--- config.mk ---
export PLATFORM = sky130hd
export DESIGN_NAME = serial_addsub_flat
export DESIGN_NICKNAME = d
export VERILOG_FILES = /design/src/rtl/serial_addsub_if.sv /design/src/rtl/serial_addsub.sv /design/src/flat_wrapper.sv
export SDC_FILE = /design/constraint.sdc
export NUM_CORES = 1
export LEC_CHECK = 0
export ABC_CLOCK_PERIOD_IN_PS = 2690
export BUFFER_PORTS_ARGS = -buffer_cell sky130_fd_sc_hd__buf_2
export CORE_MARGIN = 2
export CORE_UTILIZATION = 41
export CTS_BUF_LIST = sky130_fd_sc_hd__clkbuf_8
export DETAILED_ROUTE_END_ITERATION = 16
export PLACE_DENSITY = 0.63
export SLEW_MARGIN = 15
export SYNTH_ARGS = -nofsm -noshare
export SYNTH_HDL_FRONTEND = slang
export SYNTH_SLANG_ARGS = --single-unit
--- constraint.sdc ---
create_clock -name clk -period 2.69 [get_ports clk]
set_clock_uncertainty 0.05 [all_clocks]
set_input_delay 0 -clock clk [delete_from_list [all_inputs] [get_ports clk]]
set_output_delay 0 -clock clk [all_outputs]
set_load 0.01 [all_outputs]
--- src/rtl/serial_addsub_if.sv ---
// Start/done handshake bundle for the serial adder/subtractor: request operands in, flags and result out.
interface serial_addsub_if #(
  parameter int WIDTH = 16
) ();
  logic             start;
  logic             sub;
  logic [WIDTH-1:0] a;
  logic [WIDTH-1:0] b;
  logic             busy;
  logic             done;
  logic [WIDTH-1:0] result;
  logic             co;
  logic             ovf;

  modport master (
    output start, sub, a, b,
    input  busy, done, result, co, ovf
  );

  modport slave (
    input  start, sub, a, b,
    output busy, done, result, co, ovf
  );
endinterface

--- src/rtl/serial_addsub.sv ---
// Multi-cycle adder/subtractor: one SLICE-bit ripple slice per clock, a - b computed as a + ~b + 1.
module serial_addsub #(
  parameter int WIDTH = 16,
  parameter int SLICE = 4
) (
  input  logic           clk,
  input  logic           reset,
  serial_addsub_if.slave bus
);
  localparam int N     = WIDTH / SLICE;
  localparam int IDX_W = (N > 1) ? $clog2(N) : 1;
  localparam logic [IDX_W-1:0] LAST = IDX_W'(N - 1);

  typedef enum logic [1:0] {
    IDLE = 2'd0,
    RUN  = 2'd1,
    DONE = 2'd2
  } state_t;

  state_t           state_reg, state_next;
  logic [WIDTH-1:0] a_reg, a_next;
  logic [WIDTH-1:0] b_reg, b_next;
  logic [WIDTH-1:0] result_reg, result_next;
  logic             carry_reg, carry_next;
  logic             co_reg, co_next;
  logic             ovf_reg, ovf_next;
  logic [IDX_W-1:0] idx_reg, idx_next;

  logic [SLICE-1:0] a_slices [N];
  logic [SLICE-1:0] b_slices [N];
  logic [SLICE-1:0] a_slice;
  logic [SLICE-1:0] b_slice;
  logic [SLICE:0]   slice_sum;

  generate
    for (genvar gi = 0; gi < N; gi++) begin : g_slice
      assign a_slices[gi] = a_reg[gi*SLICE +: SLICE];
      assign b_slices[gi] = b_reg[gi*SLICE +: SLICE];
    end
  endgenerate

  assign a_slice   = a_slices[idx_reg];
  assign b_slice   = b_slices[idx_reg];
  assign slice_sum = {1'b0, a_slice} + {1'b0, b_slice} + {{SLICE{1'b0}}, carry_reg};

  always_ff @(posedge clk) begin
    if (reset) begin
      state_reg  <= IDLE;
      a_reg      <= '0;
      b_reg      <= '0;
      result_reg <= '0;
      carry_reg  <= 1'b0;
      co_reg     <= 1'b0;
      ovf_reg    <= 1'b0;
      idx_reg    <= '0;
    end else begin
      state_reg  <= state_next;
      a_reg      <= a_next;
      b_reg      <= b_next;
      result_reg <= result_next;
      carry_reg  <= carry_next;
      co_reg     <= co_next;
      ovf_reg    <= ovf_next;
      idx_reg    <= idx_next;
    end
  end

  always_comb begin
    state_next  = state_reg;
    a_next      = a_reg;
    b_next      = b_reg;
    result_next = result_reg;
    carry_next  = carry_reg;
    co_next     = co_reg;
    ovf_next    = ovf_reg;
    idx_next    = idx_reg;

    case (state_reg)
      IDLE: begin
        if (bus.start) begin
          // Subtraction inverts b here and injects the +1 through the initial carry.
          a_next      = bus.a;
          b_next      = bus.sub ? ~bus.b : bus.b;
          carry_next  = bus.sub;
          idx_next    = '0;
          result_next = '0;
          co_next     = 1'b0;
          ovf_next    = 1'b0;
          state_next  = RUN;
        end
      end
      RUN: begin
        for (int i = 0; i < N; i++) begin
          if (idx_reg == IDX_W'(i)) begin
            result_next[i*SLICE +: SLICE] = slice_sum[SLICE-1:0];
          end
        end
        carry_next = slice_sum[SLICE];
        idx_next   = idx_reg + 1'b1;
        if (idx_reg == LAST) begin
          // Like-signed operands producing an opposite-signed sum is signed overflow.
          co_next    = slice_sum[SLICE];
          ovf_next   = (a_slice[SLICE-1] == b_slice[SLICE-1]) &&
                       (slice_sum[SLICE-1] != a_slice[SLICE-1]);
          idx_next   = '0;
          state_next = DONE;
        end
      end
      DONE: begin
        state_next = IDLE;
      end
      default: begin
        state_next = IDLE;
      end
    endcase
  end

  assign bus.busy   = (state_reg == RUN);
  assign bus.done   = (state_reg == DONE);
  assign bus.result = result_reg;
  assign bus.co     = co_reg;
  assign bus.ovf    = ovf_reg;
endmodule

--- src/flat_wrapper.sv ---
// flat-port wrapper written by rule: the top's interface ports become plain ports
module serial_addsub_flat 
#(
  parameter int WIDTH = 16,
  parameter int SLICE = 4
)
  (clk, reset, bus_start, bus_sub, bus_a, bus_b, bus_busy, bus_done, bus_result, bus_co, bus_ovf);
  serial_addsub_if #(.WIDTH(WIDTH)) bus_i ();
  input  logic clk;
  input  logic reset;
  input wire logic [$bits(bus_i.start)-1:0] bus_start;
  input wire logic [$bits(bus_i.sub)-1:0] bus_sub;
  input wire logic [$bits(bus_i.a)-1:0] bus_a;
  input wire logic [$bits(bus_i.b)-1:0] bus_b;
  output wire logic [$bits(bus_i.busy)-1:0] bus_busy;
  output wire logic [$bits(bus_i.done)-1:0] bus_done;
  output wire logic [$bits(bus_i.result)-1:0] bus_result;
  output wire logic [$bits(bus_i.co)-1:0] bus_co;
  output wire logic [$bits(bus_i.ovf)-1:0] bus_ovf;
  assign bus_i.start = bus_start;
  assign bus_i.sub = bus_sub;
  assign bus_i.a = bus_a;
  assign bus_i.b = bus_b;
  assign bus_busy = bus_i.busy;
  assign bus_done = bus_i.done;
  assign bus_result = bus_i.result;
  assign bus_co = bus_i.co;
  assign bus_ovf = bus_i.ovf;
  serial_addsub #(.WIDTH(WIDTH), .SLICE(SLICE)) u_core (.clk(clk), .reset(reset), .bus(bus_i));
endmodule
# After elaboration in Yosys (flattened, before gate mapping)
# Cells that the tools add are included.
# totals
inputBits	36
output_inout_bits	20
ff_bits	55
word_cells	66
# classes
reduce_logical	11
eq_ne	12
bitwise_logic	2
mux	26
order_cmp	1
addsub	3
# ops
cell	count
2-to-1 mux 16 bit	2
2-to-1 mux 4 bit	8
case mux 16 bit (2 select lines)	1
binary-select mux 4 bit (select 2 bit)	2
NOT 16 bit	1
AND reduction 3 bit	4
2-to-1 mux 2 bit	4
!= test 2 x 1 -> 1 bit (second input constant)	4
case mux 2 bit (2 select lines)	2
equality test 2 bit (second input constant)	3
case mux 1 bit (2 select lines)	3
AND reduction 2 bit	3
adder 4 x 4 -> 5 bit	1
adder 5 x 1 -> 5 bit	1
equality test 2 x 1 -> 1 bit (second input constant)	2
logical NOT 2 bit	2
2-to-1 mux 1 bit	4
>= comparator 3 bit (second input constant)	1
NOT 2 -> 3 bit	1
adder 2 x 1 -> 2 bit (second input constant)	1
!= test 2 bit (second input constant)	1
nonzero test 2 bit	1
equality test 1 bit	1
logical AND 1 bit	1
!= test 1 bit	1

# Longest topological paths before layout
# Gate-level depths: netlist (run 1).
# logic_depth
ltp_word	10
mapped_depth	8
mapped_depth_nobuf	7

# Least setup slack after synthesis (run 1)
# OpenSTA, ideal clock, no wires.
# synth_timing
kind	reg-to-reg
from	register u_core.idx_reg[0]
to	register u_core.co_reg, in the netlist u_core.bus.co
period_less_slack_ns	2.746
slack_ns	-0.056
arrival_time_ns	2.569
path_buffers	1
setup_time_ns	0.128
t_required_ns	2.512
path_stages_with_launch	9
path_cell_list	dfxtp_1 buf_2 mux4_2 fa_1 fa_1 a21o_1 a21o_1 a32oi_1 nor2_1
# synth_via
elab_chain_len	8
elab_cells_between_ends	14
cone_classes	add/sub (2); eq/ne (2); mux (8); bitwise (1); reduce/logical (1)
# synth_lines
element	line	source
start: declaration	serial_addsub.sv:27	logic [IDX_W-1:0] idx_reg, idx_next;
start signal: assignment	serial_addsub.sv:64	idx_reg <= idx_next;
NOT 2 -> 3 bit (not written as such)	serial_addsub.sv:42, serial_addsub.sv:43	
binary-select mux 4 bit (select 2 bit) (on tied branches)	serial_addsub.sv:42, serial_addsub.sv:43	
2-to-1 mux 4 bit (on tied branches) (2 in series)	serial_addsub.sv:42, serial_addsub.sv:43	
adder 4 x 4 -> 5 bit	serial_addsub.sv:44	assign slice_sum = {1'b0, a_slice} + {1'b0, b_slice} + {{SLICE{1'b0}}, carry_reg};
adder 5 x 1 -> 5 bit	serial_addsub.sv:44	
2-to-1 mux 1 bit	serial_addsub.sv:100	if (idx_reg == LAST) begin
case mux 1 bit (2 select lines)	serial_addsub.sv:78	case (state_reg)
end signal: assignment	serial_addsub.sv:62	co_reg <= co_next;
end: declaration	serial_addsub.sv:25	logic co_reg, co_next;
# Several ways; a longest one is shown, not always the timed one. The select of a mux whose other input is x is not followed.
# A chain may end at the register's enable or synchronous reset.

# Final worst setup path (run 1)
# Ends and elaborated chain as after synthesis.

==> results of run 1 <==
[worst min-delay path by stage]
stage / end / cells past startpoint
3_3_place_gp: u_core.a_reg[13] / 3
6_report: u_core.bus.result[0] / 2
5_1_grt: u_core.state_reg[0] / 2
4_1_cts: u_core.bus.result[2] / 2
3_5_place_dp: u_core.a_reg[9] / 3
2_1_floorplan: u_core.a_reg[0] / 2
[final cells by class]
type                       count  area, sq um
sequential                    55         1100
inverter                       3         11.3
multi-input combinational    183         1300
clock inverter                 3         12.5
tap                           75         93.8
clock buffer                   5         68.8
timing repair buffer          93          641
fill                         542         2700
[worst reg2reg max path: stages, from the launching register on]
cell and delay (ns):
dfxtp_2 0.38, mux4_2 0.52, fa_1 0.44, fa_1 0.42, a21o_1 0.18, a21o_1 0.19
a32oi_1 0.19, nor2_1 0.05
[logic make-up (layout without fill, tap and decap cells)]
group | count (synthesis) | in the layout | synth area share (%)
muxes | 12 | 12 | 8.82
adders and majority gates | 9 | 9 | 5.11
xor gates and xnor gates | 19 | 19 | 6.66
and+or+nand+nor | 85 | 85 | 14.3
AOI/OAI and AO/OA | 58 | 58 | 16.4
DFF | 55 | 55 | 44.1
buffers and inverters | 24 | 104 | 4.61
[per-stage QoR]
step           cell area [sq um]  total power [mW]
6_report                    3230              1.66
5_1_grt                     3230              1.74
4_1_cts                     3210              1.66
3_5_place_dp                2810              1.21
3_3_place_gp                2810              1.20
2_1_floorplan               2500              1.12
[power groups by stage]
stage / Combinational (mW) / Sequential, mW / Clock [mW]
after floorplan: 0.220 / 0.901 / 0
after global placement: 0.295 / 0.908 / 0
after detailed placement: 0.297 / 0.909 / 0
after CTS: 0.332 / 0.890 / 0.442
after global routing: 0.374 / 0.896 / 0.470
final: 0.336 / 0.890 / 0.432
[repair_timing]
action                                  CTS  global route
endpoints found under the hold margin    32             0
resized for setup                         0             3
endpoints found under the setup margin    0             6
hold buffers                             32             0
[cells in the final DEF, fill, tap and decap left out, types with 2 or more instances in the layout]
cell,instances
fa_1,2
a21oi_1,20
a21o_1,3
nor2_1,35
o31ai_1,4
clkbuf_8,5
inv_1,4
nand3b_1,5
a21oi_2,4
buf_2,55
mux2i_1,4
mux4_2,8
ha_1,7
a211oi_1,16
dlygate4sd3_1,32
nand2_1,38
xnor2_1,17
buf_4,6
dfxtp_1,54
a32oi_1,9
[per-layer routing]
metal	GRT usage [%]	vias to the layer above	part of all wire, %	routed length (um)
met5	0	-	0	0
met2	29.2	52	47	2610
li1	-	1075	-	-
met4	5.00	0	0.98	54
met1	22.5	980	47	2620
met3	3.08	5	4.3	235
==> impl_metrics.tcl, run 1 <==
set metrics [dict create \
    status "finished clean" \
    cts_htree_levels 2 \
    ys_seq_elements 55 \
    comb_power_share_pct 20.3 \
    p_sw_mw 0.458 \
    ys_seq_area_share_pct 44.1 \
    synth_area_leaders "dfxtp_1, mux4_2, xnor2_1" \
    crit_chain "mux4_2 -> fa_1 -> fa_1 -> a21o_1 -> a21o_1 -> a32oi_1 -> nor2_1" \
    power_frac_seq_pct 53.7 \
    fin_nets 386 \
    first_iter_violations 99 \
    vias 2112 \
    ys_types 30 \
    fin_ws_ns 0.160 \
    gp_congestion 0.756 \
    cts_tree "done" \
    arrival_ns 2.67 \
    clk_latency_ns 0.30 \
    finalSetupTns_ns 0 \
    grt_max_degree 56 \
    p_clk_share_pct 26.1 \
    grt_pass1_vias 1939 \
    worstHoldStart "reset" \
    syn_to_final_growth_pct 29.2 \
    netlist_area_sq_mm 0.00250 \
    p_per_area_mw_per_mm2 514 \
    synth_edf_count 0 \
    grt_pass1_wl_mm 8.98 \
    root_buffer "clkbuf_8" \
    drt-wirelength-per-cell_um 13.2 \
    synth_warnings 0 \
    initial_core_util_pct 42.2 \
    slew_headroom_pct 53.4 \
    crit_required_ns 2.83 \
    die_x_um 82.0 \
    setup_viol 0 \
    postCtsSetupBuffers 0 \
    totalWireLength_mm 5.51 \
    slowest_delay_ns 0.52 \
    crit_start "u_core.idx_reg[0]" \
    finalCriticalPeriod_ns 2.53 \
    synth_ff_type "dfxtp_1" \
    core_area_sq_mm 0.00592 \
    hold_violations 0 \
    leakagePower_nw 1.36 \
    post-route-util_pct 54.5 \
    firstDrtPassIters 4 \
    crit_family "adder cells" \
    endpoint "u_core.bus.co" \
    viasPerCell 5.06 \
    worst_slew_pin_slew_ns 0.700 \
    fmax_mhz 395 \
    cp_slowest_cell "mux4_2" \
    r2r_slack_ns 0.16 \
    startpoint_type "flop" \
    hold_slack_ns 0.170 \
    path_clk_slew_ns 0.10 \
    syn_nets 307 \
    io-pin-count 56 \
    finalNonFillerCells 417 \
    grt-ovfl-total 0 \
    dp_hpwl_mm 3.67 \
    path_buf_inv 0 \
    synth_cells 262 \
    timing.max_cap.violations 0 \
    clock_sinks 55 \
    min_period_over_period_pct 94.0 \
    dpl_worst_slack_ns 0.0983 \
    antenna_found_initial 0 \
    yosys-top-cells-count "dfxtp_1, nand2_1, nor2_1, a21oi_1, xnor2_1" \
    synth_area_leader_cell "dfxtp_1" \
    maxSlewViolCount 0 \
    r2r_start "u_core.idx_reg[0]" \
    yosysMostFrequentCell "dfxtp_1" \
    netlist.area_leader.share_pct 44.1 \
    place_inst 377 \
    async_flop_share_pct 0 \
    cts_buffer_depth 2 \
    p_sw_share_pct 27.6 \
    internal-power_mw 1.20 \
    path_class "flop to flop" \
    syn_area_per_cell_sq_um 9.53 \
    dieHeight_um 82.0 \
    antenna_cells 0 \
    r2r.worst_path.cells 7 \
    die_area_sq_mm 0.00673 \
    reg2reg_to "u_core.bus.co" \
    rows 28 \
    drive_above_1_share_pct 25.1 \
    grt.total_usage_pct 17.3 \
    crit_path_end_kind "flop" \
    rsz0062_at_grt "false" \
    ant_nets 0 \
    drc 0 \
    portBuffers 55 \
    worst-path-stages 7 \
    worstHoldPathType "primary input to flop" \
    cp_max_fo 4 \
    numCtsBuffers 5 \
    ir_drop_mv 0.266 \
]
Power figures use the tool's default switching activity.
==> run 2: changes to the inputs <==
- CAP_MARGIN: unset -> 10
- PLACE_DENSITY: 0.63 -> 0.66
==> impl_metrics.tcl, run 2 (same netlist as run 1, synthesis figures left out) <==
set metrics [dict create \
    cts_htree_levels 2 \
    setup_viol 0 \
    antenna_found_initial 0 \
    post-route-util_pct 54.3 \
    rows 28 \
    status "finished clean" \
    cts_tree "done" \
    grt-ovfl-total 0 \
    path_class "flop to flop" \
    path_clk_slew_ns 0.09 \
    ant_nets 0 \
    finalSetupTns_ns 0 \
    syn_to_final_growth_pct 28.7 \
    die_area_sq_mm 0.00673 \
    dieHeight_um 82.0 \
    first_iter_violations 87 \
    dp_hpwl_mm 3.61 \
    numCtsBuffers 5 \
    slowest_delay_ns 0.52 \
    grt_max_degree 56 \
    fin_nets 386 \
    drive_above_1_share_pct 25.0 \
    cp_max_fo 4 \
    crit_required_ns 2.81 \
    comb_power_share_pct 20.3 \
    crit_path_end_kind "flop" \
    power_frac_seq_pct 54.2 \
    cts_buffer_depth 2 \
    most-common-layout-cells "buf_2, dfxtp_1, nand2_1, nor2_1, dlygate4sd3_1" \
    final_common_cell "buf_2" \
    die_x_um 82.0 \
    grt_pass1_wl_mm 8.56 \
    slew_headroom_pct 49.7 \
    firstDrtPassIters 4 \
    antenna_cells 0 \
    drc 0 \
    internal-power_mw 1.19 \
    root_buffer "clkbuf_8" \
    initial_core_util_pct 42.2 \
    min_period_over_period_pct 95.4 \
    ir_drop_mv 0.243 \
    viasPerCell 4.99 \
    crit_chain "mux4_2 -> fa_1 -> fa_1 -> a21o_1 -> a21o_1 -> a32oi_1 -> nor2_1" \
    hold_violations 0 \
    gp_congestion 0.768 \
    timing.max_cap.violations 0 \
    clk_latency_ns 0.30 \
    clock_sinks 55 \
    p_sw_share_pct 27.0 \
    worstHoldPathType "primary input to flop" \
    path_buf_inv 0 \
    leakagePower_nw 1.34 \
    fmax_mhz 390 \
    grt_pass1_vias 1891 \
    finalCriticalPeriod_ns 2.57 \
    arrival_ns 2.68 \
    vias 2072 \
    drt-wirelength-per-cell_um 12.7 \
    maxSlewViolCount 0 \
    core_area_sq_mm 0.00592 \
    p_clk_share_pct 25.6 \
    startpoint_type "flop" \
    p_sw_mw 0.442 \
    p_per_area_mw_per_mm2 509 \
    cp_slowest_cell "mux4_2" \
    totalWireLength_mm 5.28 \
    portBuffers 55 \
    grt.total_usage_pct 16.9 \
    io-pin-count 56 \
    worst_slew_pin_slew_ns 0.755 \
    rsz0062_at_grt "false" \
    crit_family "adder cells" \
]
==> run 2: cell types whose count changed in the layout (fill, tap and decap cells not counted) <==
cell / change
clkinv_2: -1
clkinvlp_4: +1
inv_1: -2
xor2_1: +1
xor2_2: -1
==> run 2: cell type report <==
| cell class | count | area (sq um) |
|---|---|---|
| clock inverters | 1 | 7.51 |
| multi-input cells | 183 | 1290 |
| inverters | 3 | 11.3 |
| well taps | 75 | 93.8 |
| fillers | 555 | 2710 |
| flip-flops and latches | 55 | 1100 |
| repair buffers | 93 | 641 |
| clock buffers | 5 | 68.8 |
==> run 2: final timing paths <==
| path | to | depth (start not counted) | slack (ns) | start |
|---|---|---|---|---|
| worst max-delay path | u_core.bus.co | 7 | 0.12 | u_core.idx_reg[0] |
| worst max register to register | u_core.bus.co | 7 | 0.12 | u_core.idx_reg[0] |
| worst min register to register | u_core.a_reg[11] | 2 | 0.41 | u_core.a_reg[11] |
| worst min-delay path | u_core.bus.result[0] | 2 | 0.20 | reset |
==> run 2: power groups by stage <==
stage	Clock, mW	Combinational, mW	Sequential, mW
6_report	0.418	0.332	0.887
3_5_place_dp	0	0.297	0.906
2_1_floorplan	0	0.220	0.901
3_3_place_gp	0	0.294	0.905
5_1_grt	0.470	0.370	0.893
4_1_cts	0.436	0.333	0.887
==> run 2: metrics by stage <==
| step | instances | total power, mW | cell area, sq um | hold slack (ns) | worst slack, ns |
|---|---|---|---|---|---|
| 6_report | 415 | 1.64 | 3210 | 0.196 | 0.125 |
| 5_1_grt | 415 | 1.73 | 3210 | 0.206 | 0.00814 |
| 4_1_cts | 415 | 1.66 | 3210 | 0.191 | 0.0668 |
| 3_5_place_dp | 377 | 1.20 | 2810 | 0.199 | 0.0945 |
| 3_3_place_gp | 377 | 1.20 | 2810 | 0.198 | 0.134 |
| 2_1_floorplan | 262 | 1.12 | 2500 | 0.0860 | 0.0187 |
==> run 2: routing by layer <==
layer	share of wire [%]	up-vias	track usage (%)
met5	0	-	0
met4	1.5	0	6.17
met3	5.0	5	4.51
met2	48	48	27.8
met1	45	950	21.3
li1	-	1069	-
==> run 2: timing repair <==
item                                   4_1_cts  5_1_grt
endpoints found under the hold margin       32        0
setup endpoints to repair                    0        5
buffers inserted                             0        0
hold buffers                                32        0
gates resized for setup                      0        2
==> run 3: changes to the inputs <==
- CORE_UTILIZATION: 41 -> 50
- PLACE_DENSITY: 0.66 -> 0.85
==> impl_metrics.tcl, run 3 (same netlist as run 1, synthesis figures left out) <==
set metrics [dict create \
    clock_sinks 55 \
    status "finished clean" \
    fmax_mhz 394 \
    core_area_sq_mm 0.00475 \
    finalCriticalPeriod_ns 2.54 \
    power_frac_seq_pct 51.8 \
    grt_pass1_wl_mm 9.40 \
    min_period_over_period_pct 94.4 \
    initial_core_util_pct 52.5 \
    arrival_ns 2.66 \
    most-common-layout-cells "buf_2, dfxtp_1, nand2_1, nor2_1, dlygate4sd3_1" \
    startpoint_type "flop" \
    fin_nets 386 \
    first_iter_violations 175 \
    slew_headroom_pct 49.7 \
    crit_required_ns 2.81 \
    design_area_sq_mm 0.00323 \
    grt-ovfl-total 0 \
    cts_buffer_depth 2 \
    hold_slack_ns 0.189 \
    crit_chain "mux4_2 -> fa_2 -> fa_1 -> a21o_1 -> a21o_1 -> a32oi_1 -> nor2_1" \
    drive_above_1_share_pct 25.1 \
    rows 25 \
    hold_violations 0 \
    dpl_worst_slack_ns 0.0493 \
    fin_ws_ns 0.150 \
    cts_tree "done" \
    die_x_um 74.7 \
    worst_slew_pin_slew_ns 0.754 \
    setup_viol 0 \
    dp_hpwl_mm 3.74 \
    vias 2123 \
    antenna_cells 0 \
    gp_congestion 0.778 \
    cp_slowest_cell "mux4_2" \
    path_class "flop to flop" \
    crit_path_end_kind "flop" \
    dieHeight_um 74.7 \
    cp_max_fo 4 \
    ir_drop_mv 0.289 \
    rsz0062_at_grt "false" \
    p_sw_mw 0.460 \
    crit_family "adder cells" \
    clk_latency_ns 0.30 \
    viasPerCell 5.19 \
    worstHoldPathType "primary input to flop" \
    p_sw_share_pct 26.9 \
    leakagePower_nw 1.36 \
    slowest_delay_ns 0.53 \
    p_clk_share_pct 28.3 \
    drc 0 \
    portBuffers 55 \
    ant_nets 0 \
    place_area_sq_mm 0.00280 \
    drt-wirelength-per-cell_um 14.2 \
    totalWireLength_mm 5.82 \
    syn_to_final_growth_pct 29.3 \
    grt_max_degree 56 \
    timing.max_cap.violations 0 \
    final_common_cell "buf_2" \
    maxSlewViolCount 0 \
    path_clk_slew_ns 0.09 \
    finalSetupTns_ns 0 \
    comb_power_share_pct 19.9 \
    path_buf_inv 0 \
    io-pin-count 56 \
    firstDrtPassIters 4 \
    cp_common_cell "a21o_1" \
    antenna_found_initial 0 \
    root_buffer "clkbuf_8" \
    grt.total_usage_pct 22.5 \
    postCtsSetupBuffers 0 \
    internal-power_mw 1.25 \
    die_area_sq_mm 0.00558 \
    grt_pass1_vias 2034 \
    numCtsBuffers 5 \
    p_per_area_mw_per_mm2 531 \
    cts_htree_levels 2 \
]
==> run 3: cell count changes in the layout (fill, tap and decap cells not counted), sizes merged <==
cell and change:
inv +1, clkbuf +2, clkinvlp -1
==> run 3: power groups by stage <==
stage | sequential (mW) | combinational [mW] | clock, mW
final | 0.888 | 0.341 | 0.485
after global routing | 0.893 | 0.375 | 0.528
after CTS | 0.887 | 0.336 | 0.487
after detailed placement | 0.906 | 0.298 | 0
after global placement | 0.904 | 0.289 | 0
after floorplan | 0.901 | 0.220 | 0
==> run 3: area by class of cell <==
type | count | area [sq um]
fillers | 397 | 1530
multi-input cells | 183 | 1290
flip-flops and latches | 55 | 1100
repair buffers | 93 | 641
clock buffers | 7 | 96.3
well taps | 67 | 83.8
inverters | 3 | 11.3
clock inverters | 1 | 3.75
==> run 3: routing by layer <==
layer / track usage (%) / wire, um / vias up
met2: 38.1 / 2950 / 69
met3: 4.55 / 279 / 10
met1: 27.8 / 2460 / 975
met5: 0 / 0 / -
met4: 9.92 / 131 / 0
li1: - / - / 1069
==> run 3: path summary, 6_finish.rpt <==
check / startpoint / end / slack, ns / depth (start not counted)
setup / recovery: u_core.idx_reg[0] / u_core.bus.co / 0.15 / 7
hold / removal: reset / u_core.bus.result[12] / 0.19 / 2
setup reg to reg: u_core.idx_reg[0] / u_core.bus.co / 0.15 / 7
hold reg to reg: u_core.a_reg[1] / u_core.a_reg[1] / 0.41 / 2
==> run 3: per-stage QoR <==
step | instances | power [mW] | utilization (%)
4_1_cts | 409 | 1.71 | 67.8
5_1_grt | 409 | 1.80 | 67.9
6_report | 409 | 1.71 | 67.9
3_5_place_dp | 369 | 1.20 | 58.9
2_1_floorplan | 262 | 1.12 | -
3_3_place_gp | 369 | 1.19 | 58.9
==> run 3: timing repair <==
item | 4_1_cts | 5_1_grt
gates resized for setup | 0 | 3
setup endpoints to repair | 0 | 9
hold buffers | 32 | 0
endpoints found under the hold margin | 32 | 0
